==> config.mk <==
export PLATFORM = sky130hd
export DESIGN_NAME = mem_port_scheduler
export DESIGN_NICKNAME = d
export VERILOG_FILES = /design/src/rtl/mem_port_scheduler_pkg.sv /design/src/rtl/mem_port_scheduler_outstanding_counter.sv /design/src/rtl/mem_port_scheduler.sv
export SDC_FILE = /design/constraint.sdc
export NUM_CORES = 1
export LEC_CHECK = 0
export BUFFER_PORTS_ARGS = -buffer_cell sky130_fd_sc_hd__buf_2
export CORE_AREA = 4 4 173 175
export CTS_BUF_LIST = sky130_fd_sc_hd__clkbuf_4 sky130_fd_sc_hd__clkbuf_8 sky130_fd_sc_hd__clkbuf_16
export CTS_CLUSTER_SIZE = 40
export DETAILED_ROUTE_END_ITERATION = 16
export DIE_AREA = 0 0 177 179
export MAX_ROUTING_LAYER = met4
export SETUP_SLACK_MARGIN = 0.4
export SLEW_MARGIN = 20
export SYNTH_ARGS = -nofsm -noshare
export SYNTH_HDL_FRONTEND = slang
export SYNTH_SLANG_ARGS = --single-unit
==> constraint.sdc <==
create_clock -name clk -period 6.95 [get_ports clk]
set_clock_uncertainty 0.1 [all_clocks]
set_input_delay 0 -clock clk [delete_from_list [all_inputs] [get_ports clk]]
set_output_delay 0 -clock clk [all_outputs]
set_load 0.005 [all_outputs]
==> src/rtl/mem_port_scheduler_pkg.sv <==
// rtl/mem_port_scheduler_pkg.sv - shared types and constants for the memory port scheduler
package mem_port_scheduler_pkg;

    localparam int MEM_REQ_PER_CORE          = 2;
    localparam int ICACHE_ACCESS_ID_BIT      = 6;
    localparam int MEM_SCHED_MAX_OUTSTANDING = 16;
    localparam int MEM_SCHED_STARVE_LIMIT    = 8;

    localparam int ACCESS_ID_W = 8;
    localparam int ADDR_W      = 32;
    localparam int DATA_W      = 32;

    typedef struct packed {
        logic                   vld;
        logic [ACCESS_ID_W-1:0] access_id;
        logic [ADDR_W-1:0]      addr;
        logic [DATA_W-1:0]      data;
    } request_t;

    typedef enum logic {
        STAGE_EMPTY = 1'b0,
        STAGE_FULL  = 1'b1
    } stage_e;

endpackage

==> src/rtl/mem_port_scheduler_outstanding_counter.sv <==
// rtl/mem_port_scheduler_outstanding_counter.sv - saturating in-flight counter with sticky underflow flag
module mem_port_scheduler_outstanding_counter #(
    parameter int MAX = 16,
    parameter int CW  = $clog2(MAX) + 1
) (
    input  logic          clk,
    input  logic          reset,
    input  logic          inc,
    input  logic          dec,
    output logic [CW-1:0] count,
    output logic          full,
    output logic          err
);

    logic          dec_eff;
    logic          inc_eff;
    logic [CW-1:0] count_d;

    // A decrement at zero is an orphan response: it never moves the count.
    assign dec_eff = dec && (count != '0);
    assign inc_eff = inc && ((count != CW'(MAX)) || dec_eff);
    assign full    = (count == CW'(MAX));

    // Next count: simultaneous inc and dec cancel out.
    always_comb begin
        count_d = count;
        if (inc_eff && !dec_eff) begin
            count_d = count + CW'(1);
        end else if (dec_eff && !inc_eff) begin
            count_d = count - CW'(1);
        end
    end

    // Count register and sticky underflow flag.
    always_ff @(posedge clk or posedge reset) begin
        if (reset) begin
            count <= '0;
            err   <= 1'b0;
        end else begin
            count <= count_d;
            if (dec && (count == '0)) begin
                err <= 1'b1;
            end
        end
    end

endmodule

==> src/rtl/mem_port_scheduler.sv <==
// rtl/mem_port_scheduler.sv - arbitrates icache and lsu onto one memory request port
module mem_port_scheduler
    import mem_port_scheduler_pkg::*;
#(
    parameter int MAX_OUTSTANDING = MEM_SCHED_MAX_OUTSTANDING,
    parameter int STARVE_LIMIT    = MEM_SCHED_STARVE_LIMIT,
    parameter int ICACHE_ID_BIT   = ICACHE_ACCESS_ID_BIT,
    parameter int CNT_W           = $clog2(MAX_OUTSTANDING) + 1
) (
    input  logic                        clk,
    input  logic                        reset,
    input  request_t                    icache_mem_req,
    input  request_t                    lsu_mem_req,
    output logic [MEM_REQ_PER_CORE-1:0] grant,
    output request_t                    mem_req,
    input  logic                        mem_req_ready,
    input  request_t                    mem_rsp,
    output request_t                    icache_mem_rsp,
    output request_t                    lsu_mem_rsp,
    output logic [CNT_W-1:0]            outstanding_icache,
    output logic [CNT_W-1:0]            outstanding_lsu,
    output logic                        rsp_err
);

    localparam int SW = $clog2(STARVE_LIMIT + 1);

    stage_e        state_q;
    stage_e        state_d;
    logic [SW-1:0] starve_cnt;
    logic          stage_ok;
    logic          rsp_icache;
    logic          rsp_lsu;
    logic          full_icache;
    logic          full_lsu;
    logic          err_icache;
    logic          err_lsu;
    logic          elig_icache;
    logic          elig_lsu;
    logic          starved;

    assign rsp_icache  = mem_rsp.vld && mem_rsp.access_id[ICACHE_ID_BIT];
    assign rsp_lsu     = mem_rsp.vld && !mem_rsp.access_id[ICACHE_ID_BIT];
    assign stage_ok    = (state_q == STAGE_EMPTY) || mem_req_ready;
    // A response arriving this cycle frees a credit in time for a same-cycle grant.
    assign elig_icache = icache_mem_req.vld && (!full_icache || rsp_icache) && stage_ok;
    assign elig_lsu    = lsu_mem_req.vld && (!full_lsu || rsp_lsu) && stage_ok;
    assign starved     = (starve_cnt >= SW'(STARVE_LIMIT));
    assign rsp_err     = err_icache || err_lsu;

    // Fixed priority to icache, overridden once the lsu has waited long enough.
    always_comb begin
        grant = '0;
        if (elig_lsu && (!elig_icache || starved)) begin
            grant[1] = 1'b1;
        end else if (elig_icache) begin
            grant[0] = 1'b1;
        end
    end

    // Output stage next state: refilled on any grant, drained on ready without refill.
    always_comb begin
        state_d = state_q;
        case (state_q)
            STAGE_EMPTY: if (grant != '0) state_d = STAGE_FULL;
            STAGE_FULL:  if (mem_req_ready && (grant == '0)) state_d = STAGE_EMPTY;
            default:     state_d = STAGE_EMPTY;
        endcase
    end

    // Output stage state register.
    always_ff @(posedge clk or posedge reset) begin
        if (reset) begin
            state_q <= STAGE_EMPTY;
        end else begin
            state_q <= state_d;
        end
    end

    // Output stage payload: load the winner, clear once memory has taken it.
    always_ff @(posedge clk or posedge reset) begin
        if (reset) begin
            mem_req <= '0;
        end else if (grant[0]) begin
            mem_req <= icache_mem_req;
        end else if (grant[1]) begin
            mem_req <= lsu_mem_req;
        end else if ((state_q == STAGE_FULL) && mem_req_ready) begin
            mem_req <= '0;
        end
    end

    // Count consecutive cycles the lsu waits while requesting.
    always_ff @(posedge clk or posedge reset) begin
        if (reset) begin
            starve_cnt <= '0;
        end else if (!lsu_mem_req.vld || grant[1]) begin
            starve_cnt <= '0;
        end else if (!starved) begin
            starve_cnt <= starve_cnt + SW'(1);
        end
    end

    // Route each response to its owner as a one-cycle registered pulse.
    always_ff @(posedge clk or posedge reset) begin
        if (reset) begin
            icache_mem_rsp <= '0;
            lsu_mem_rsp    <= '0;
        end else begin
            icache_mem_rsp <= rsp_icache ? mem_rsp : '0;
            lsu_mem_rsp    <= rsp_lsu ? mem_rsp : '0;
        end
    end

    mem_port_scheduler_outstanding_counter #(
        .MAX (MAX_OUTSTANDING),
        .CW  (CNT_W)
    ) u_cnt_icache (
        .clk   (clk),
        .reset (reset),
        .inc   (grant[0]),
        .dec   (rsp_icache),
        .count (outstanding_icache),
        .full  (full_icache),
        .err   (err_icache)
    );

    mem_port_scheduler_outstanding_counter #(
        .MAX (MAX_OUTSTANDING),
        .CW  (CNT_W)
    ) u_cnt_lsu (
        .clk   (clk),
        .reset (reset),
        .inc   (grant[1]),
        .dec   (rsp_lsu),
        .count (outstanding_lsu),
        .full  (full_lsu),
        .err   (err_lsu)
    );

endmodule

Yosys cells after proc, flatten, opt, wreduce, memory -nomap -nowiden

Index checks and enable logic that the tools add are counted.
Widths: inputs -> output; s select.

Output and inout bits: 232
Bits in registers: 236
Word-level logic and storage cells: 92
Input bits: 222

Bitwise gates (word level): 1
Add/subtract/negate cells: 5
Order comparisons: 1
Reduce and logical (&&, ||, !) cells: 45
Muxes and demuxes: 17
Equality and inequality tests: 5

Operators with widths:

| kind                | number |
|---|---|
| $mux 73             | 5 |
| $mux 5              | 4 |
| $logic_and 1x1->1   | 19 |
| $add 5x1->5 const B | 2 |
| $eq 5x5->1 const B  | 2 |
| $logic_not 5->1     | 2 |
| $ne 5x5->1 const B  | 2 |
| $reduce_bool 5->1   | 2 |
| $sub 5x1->5 const B | 2 |
| $logic_not 1->1     | 9 |
| $logic_or 1x1->1    | 8 |
| $mux 4              | 2 |
| $reduce_bool 2->1   | 3 |
| $mux 1              | 5 |
| $add 4x1->4 const B | 1 |
| $ge 4x4->1 const B  | 1 |
| $reduce_bool 3->1   | 1 |
| $logic_not 2->1     | 1 |
| $ne 2x1->1 const B  | 1 |
| $pmux 1 s2          | 1 |
| $not 1->1           | 1 |

Logic depth before layout (Yosys ltp)

Depth in word-level cells: 14
Mapped depth: 13
Gate-level depth less buffers: 10

Cells and area by module

Synthesis repeated with hierarchy kept, for this count alone.

Cells, all modules: 693
Area total of the unflattened synthesis: 9261.4 µm²

By module, submodules not included:

| module                                 | area each (µm²) | sequential area each (µm²) | cells an instance | instances |
|---|---|---|---|---|
| mem_port_scheduler                     | 8300.5          | 5580.4                     | 599               | 1 |
| mem_port_scheduler_outstanding_counter | 480.5           | 150.1                      | 47                | 2 |

Worst setup path after synthesis

OpenSTA, ideal clock, no wires.

Path type: reg-to-reg
Start point: register u_cnt_lsu.count[1]
End point: register u_cnt_icache.count[4]
Period minus slack after synthesis: 3.382 ns
Data required time: 6.703 ns
Buffers on the path: 2
Path slack: 3.568 ns
Arrival: 3.135 ns
Setup time: 0.147 ns
Stages on the path, launching flop included: 13
Path through: dfrtp_1 -> or4_4 -> o311ai_4 -> buf_4 -> buf_2 -> o2111a_1 -> ha_1 -> inv_1 -> ha_1 -> nor2b_1 -> o21a_1 -> o2111ai_1 -> o311ai_0

Word-level cells in the longest chain between the ends: 11
Elaborated cells on any way between the ends: 13
Classes of those cells: eq/ne (1); mux (2); reduce/logical (10)

RTL lines:

| item                             | RTL line                                     | text |
|---|---|---|
| start, declared                  | mem_port_scheduler_outstanding_counter.sv:10 | `output logic [CW-1:0] count,` |
| start signal, assigned           | mem_port_scheduler_outstanding_counter.sv:40 | `count <= count_d;` |
| $eq 5x5->1 *                     | mem_port_scheduler_outstanding_counter.sv:22 | `assign full = (count == CW'(MAX));` |
| $logic_not 1->1 *                | mem_port_scheduler.sv:46                     | `assign elig_lsu = lsu_mem_req.vld && (!full_lsu \|\| rsp_lsu) && stage_ok;` |
| $logic_or 1x1->1 *               | mem_port_scheduler.sv:46                     |  |
| $logic_and 1x1->1 * (2 in a row) | mem_port_scheduler.sv:46                     |  |
| $logic_and 1x1->1 *              | mem_port_scheduler.sv:53                     | `if (elig_lsu && (!elig_icache \|\| starved)) begin` |
| $mux 1 *                         | mem_port_scheduler.sv:53                     |  |
| $logic_and 1x1->1 *              | mem_port_scheduler_outstanding_counter.sv:21 | `assign inc_eff = inc && ((count != CW'(MAX)) \|\| dec_eff);` |
| $logic_not 1->1                  | mem_port_scheduler_outstanding_counter.sv:29 | `end else if (dec_eff && !inc_eff) begin` |
| $logic_and 1x1->1                | mem_port_scheduler_outstanding_counter.sv:29 |  |
| $reduce_bool 2->1 (no line)      | -                                            |  |
| end signal, assigned             | mem_port_scheduler_outstanding_counter.sv:40 |  |
| end, declared                    | mem_port_scheduler_outstanding_counter.sv:10 |  |

Every way passes the cells marked *; elsewhere a longest branch is shown, timed or not.
A chain may end at the register's enable or synchronous reset.

Final worst setup path

Start point: register u_cnt_lsu.count[1]
End point: register mem_req[46] in the netlist's numbering

Word-level cells in the longest chain between the ends: 9
Elaborated cells on any way between the ends: 11
Classes of those cells: eq/ne (1); mux (4); reduce/logical (6)

RTL lines:

| item                             | RTL line                                     | text |
|---|---|---|
| $eq 5x5->1 *                     | mem_port_scheduler_outstanding_counter.sv:22 |  |
| $logic_not 1->1 *                | mem_port_scheduler.sv:46                     |  |
| $logic_or 1x1->1 *               | mem_port_scheduler.sv:46                     |  |
| $logic_and 1x1->1 * (2 in a row) | mem_port_scheduler.sv:46                     |  |
| $logic_and 1x1->1 *              | mem_port_scheduler.sv:53                     |  |
| $mux 1                           | mem_port_scheduler.sv:53                     |  |
| $mux 73                          | mem_port_scheduler.sv:85                     | `end else if (grant[1]) begin` |
| $mux 73                          | mem_port_scheduler.sv:83                     | `end else if (grant[0]) begin` |
| end signal, assigned             | mem_port_scheduler.sv:84                     | `mem_req <= icache_mem_req;` |
| end signal, assigned             | mem_port_scheduler.sv:86                     | `mem_req <= lsu_mem_req;` |
| end, declared                    | mem_port_scheduler.sv:15                     | `output request_t mem_req,` |

Marks and branches as above.

==> results.py <==
metrics = {
    "layout": {
        "multi_input_comb_area_um2": 2860,
        "nNetsFinal": 1574,
        "register_area_um2": 5880,
        "drive_above_1_share_pct": 38.0,
        "final_area_um2": 14800,
        "finalCoreUtilization_pct": 51.9,
        "area.growth.synth_to_final_pct": 63.1,
        "finalNonFillerCells": 1745,
        "num-fill-cells": 2475,
    },
    "global_route": {
        "wire_length_of_the_first_global_routing_pass_um": 50900,
        "initial_antenna_violation_count": 1,
        "groute.usage.overall_pct": 20.9,
        "leftover_overflow_at_the_end_of_global_routing": 0,
        "maximum_number_of_pins_on_one_net_before_global_route_repair": 97,
        "first_global_vias": 9085,
    },
    "clocking": {
        "clock_tree.root_cell": "sky130_fd_sc_hd__clkbuf_16",
        "ctsResizeCount": 0,
        "worst_skew_pair.late_latency_ns": 0.53,
        "cts_inserted_buffers": 26,
        "tritoncts_clock_tree": "done",
        "cts_htree_levels": 1,
        "post-cts-setup-buffer-count": 0,
        "clock_sinks": 235,
        "path_clk_slew_ns": 0.06,
        "clk_path_buf_depth": 3,
    },
    "die": {
        "die_h_um": 179,
        "initial_core_util_pct": 31.8,
        "floorplan.die_area_um2": 31700,
        "boundaryPins": 454,
        "std_cell_rows": 62,
        "die_w_um": 177,
        "placeableCoreArea_um2": 28500,
    },
    "placement": {
        "post-dp-hpwl_um": 21900,
        "place_worst_setup_slack_ns": 2.99,
        "placedCellCount": 1475,
        "gp_congestion": 0.847,
        "placement.cell_area_um2": 11600,
        "portBuffers": 453,
    },
    "drt": {
        "drt.antenna.violating_nets": 0,
        "drt-pass1-iter-count": 5,
        "wirelength_um": 33900,
        "routed_via_density": 4.79,
        "drc": 0,
        "routedWlPerCell_um": 19.4,
        "drt_iter0_drc": 460,
        "detailroute.via_count": 8364,
    },
    "logic_synthesis": {
        "library_cell_with_the_highest_instance_count_after_synthesis": "sky130_fd_sc_hd__dfrtp_1",
        "synth_commonest_cells": "sky130_fd_sc_hd__dfrtp_1, sky130_fd_sc_hd__a221o_1, sky130_fd_sc_hd__and3_1, sky130_fd_sc_hd__nor3b_1, sky130_fd_sc_hd__and2_1",
        "syn_area_um2": 9060,
        "yosys_warnings": 0,
        "async_flop_share_pct": 100,
        "post_synth_num_cell_types": 37,
        "synth.net_count": 924,
        "yosys_register_bits": 235,
        "postSynthAreaPerCell_um2": 13.1,
        "synth_top_area_share_pct": 64.9,
        "synth_largest_area_cell": "sky130_fd_sc_hd__dfrtp_1",
        "ys_top_cells_by_area": "sky130_fd_sc_hd__dfrtp_1, sky130_fd_sc_hd__a221o_1, sky130_fd_sc_hd__nor3b_1",
        "ys_dominant_reg_cell": "sky130_fd_sc_hd__dfrtp_1",
        "synthCells": 690,
        "seq_area_frac_synth_pct": 64.9,
        "synth_enable_flop_cells": 0,
    },
    "sta": {
        "postLayoutSetupSlackWorst_ns": 2.95,
        "clock.fmax_ghz": 0.250,
        "setup_tns_ns": 0,
        "finalCriticalPeriod_ns": 4.00,
        "period_share_pct": 57.6,
        "fin_hold_ws_ns": 0.0467,
        "grt_setup_unrepaired": "no",
        "setup_viol": 0,
        "max_slew.worst_pin.slew_ns": 1.02,
        "timing_hold_violations_final": 0,
        "max_slew_margin_pct": 31.0,
        "report.final.slew_viol_count": 0,
    },
    "power_and_ir_drop": {
        "worst_ir_drop_vdd_uv": 217,
        "report.power.total_mw": 4.17,
        "total_power_divided_by_cell_area_nw_per_um2": 282,
        "leakage_nw": 7.84,
    },
    "worst_setup_path": {
        "cp_max_fo": 78,
        "cp.required_ns": 7.31,
        "worst_setup_path_end_kind": "register",
        "timing_startpoint_of_the_critical_path": "u_cnt_lsu.count[1]",
        "crit-reg2reg-launch": "u_cnt_lsu.count[1]",
        "crit_arrival_ns": 4.36,
        "timing_worst_setup_path_type": "reg2reg",
        "worst_setup_path_start_kind": "register",
    },
    "flow_run": {
        "drv_cap": 0,
    },
    "min_path": {
        "worst_hold_path_type": "in2async",
    },
    "status": {
        "outcome": "complete, no violations",
    },
}
## worst paths after layout
check                      cells past startpoint  slack (ns)                  to
min in group clk                               3        0.05  icache_mem_rsp[69]
max in group asynchronous                      4        5.25         mem_req[44]
min reg2reg                                    1        0.35       u_cnt_lsu.err
max                                            7        2.95         mem_req[46]
min                                            3        0.05  icache_mem_rsp[67]
max reg2reg                                    7        2.95         mem_req[46]
## critical path, stage by stage, from the launching register on
cell and delay, ns:
sky130_fd_sc_hd__dfrtp_1 0.42, sky130_fd_sc_hd__or4_4 0.58, sky130_fd_sc_hd__o311ai_4 0.28, sky130_fd_sc_hd__buf_4 0.70
sky130_fd_sc_hd__o211a_2 0.32, sky130_fd_sc_hd__buf_4 0.60, sky130_fd_sc_hd__a221o_1 0.27, sky130_fd_sc_hd__dlygate4sd3_1 0.58
## metal layers
layer  routed length (µm)  vias up  share of wire [%]  global-route usage, %
met3                 3150       82                9.3                   6.31
met2                16100      399                 48                   34.3
met1                13100     4105                 39                   24.4
li1                     -     3778                  -                      -
met5                    0        -                  0                      -
met4                 1500        0                4.4                   8.25
## power breakdown
| group | leakage, nW | internal (mW) | switching [mW] |
|---|---|---|---|
| Combinational | 4.31 | 0.555 | 0.501 |
| Sequential | 3.07 | 1.54 | 0.113 |
| Clock | 0.462 | 0.888 | 0.573 |
## cell families after synthesis
| kind of cell | synth area share, % |
|---|---|
| AOI/OAI and AO/OA | 10.7 |
| xor gates and xnor gates | 0.774 |
| adders and majority gates | 1.82 |
| buffers and inverters | 3.76 |
| DFF | 64.9 |
| muxes | 0.111 |
| other | 0.0414 |
| and+or+nand+nor | 17.9 |
## registers in the layout, indices dropped and copies added, names as in the netlist
| name | count |
|---|---|
| lsu_mem_rsp | 73 |
| mem_req | 73 |
| icache_mem_rsp | 72 |
| u_cnt_icache.count | 5 |
| u_cnt_lsu.count | 5 |
| starve_cnt | 4 |
| state_q | 1 |
| u_cnt_icache.err | 1 |
| u_cnt_lsu.err | 1 |
## cell type report
class	count	share of cell area (%)
Sequential cell	235	39.8
Timing Repair Buffer	683	30.8
Multi-Input combinational cell	378	19.4
Clock buffer	36	5.21
Tap cell	384	3.25
Clock inverter	11	1.09
Inverter	16	0.457
Antenna cell	2	0.0339
## layout by cell type (no fill, tap or decap), types with 6 or more instances in the layout
master	instances
sky130_fd_sc_hd__nor3b_1	72
sky130_fd_sc_hd__clkbuf_8	7
sky130_fd_sc_hd__clkbuf_16	26
sky130_fd_sc_hd__dfrtp_1	235
sky130_fd_sc_hd__buf_4	9
sky130_fd_sc_hd__and2_1	71
sky130_fd_sc_hd__a221o_1	72
sky130_fd_sc_hd__nand2_1	12
sky130_fd_sc_hd__dlygate4sd3_1	221
sky130_fd_sc_hd__o21ai_0	10
sky130_fd_sc_hd__buf_2	453
sky130_fd_sc_hd__inv_1	15
sky130_fd_sc_hd__nor2_1	6
sky130_fd_sc_hd__and3_1	72
sky130_fd_sc_hd__ha_1	10
## repair_timing
| item | 4_1_cts | 5_1_grt |
|---|---|---|
| hold endpoints to repair | 316 | 0 |
| endpoints found under the setup margin | 0 | 0 |
| hold buffers | 221 | 0 |
(Power assumes the default switching activity.)
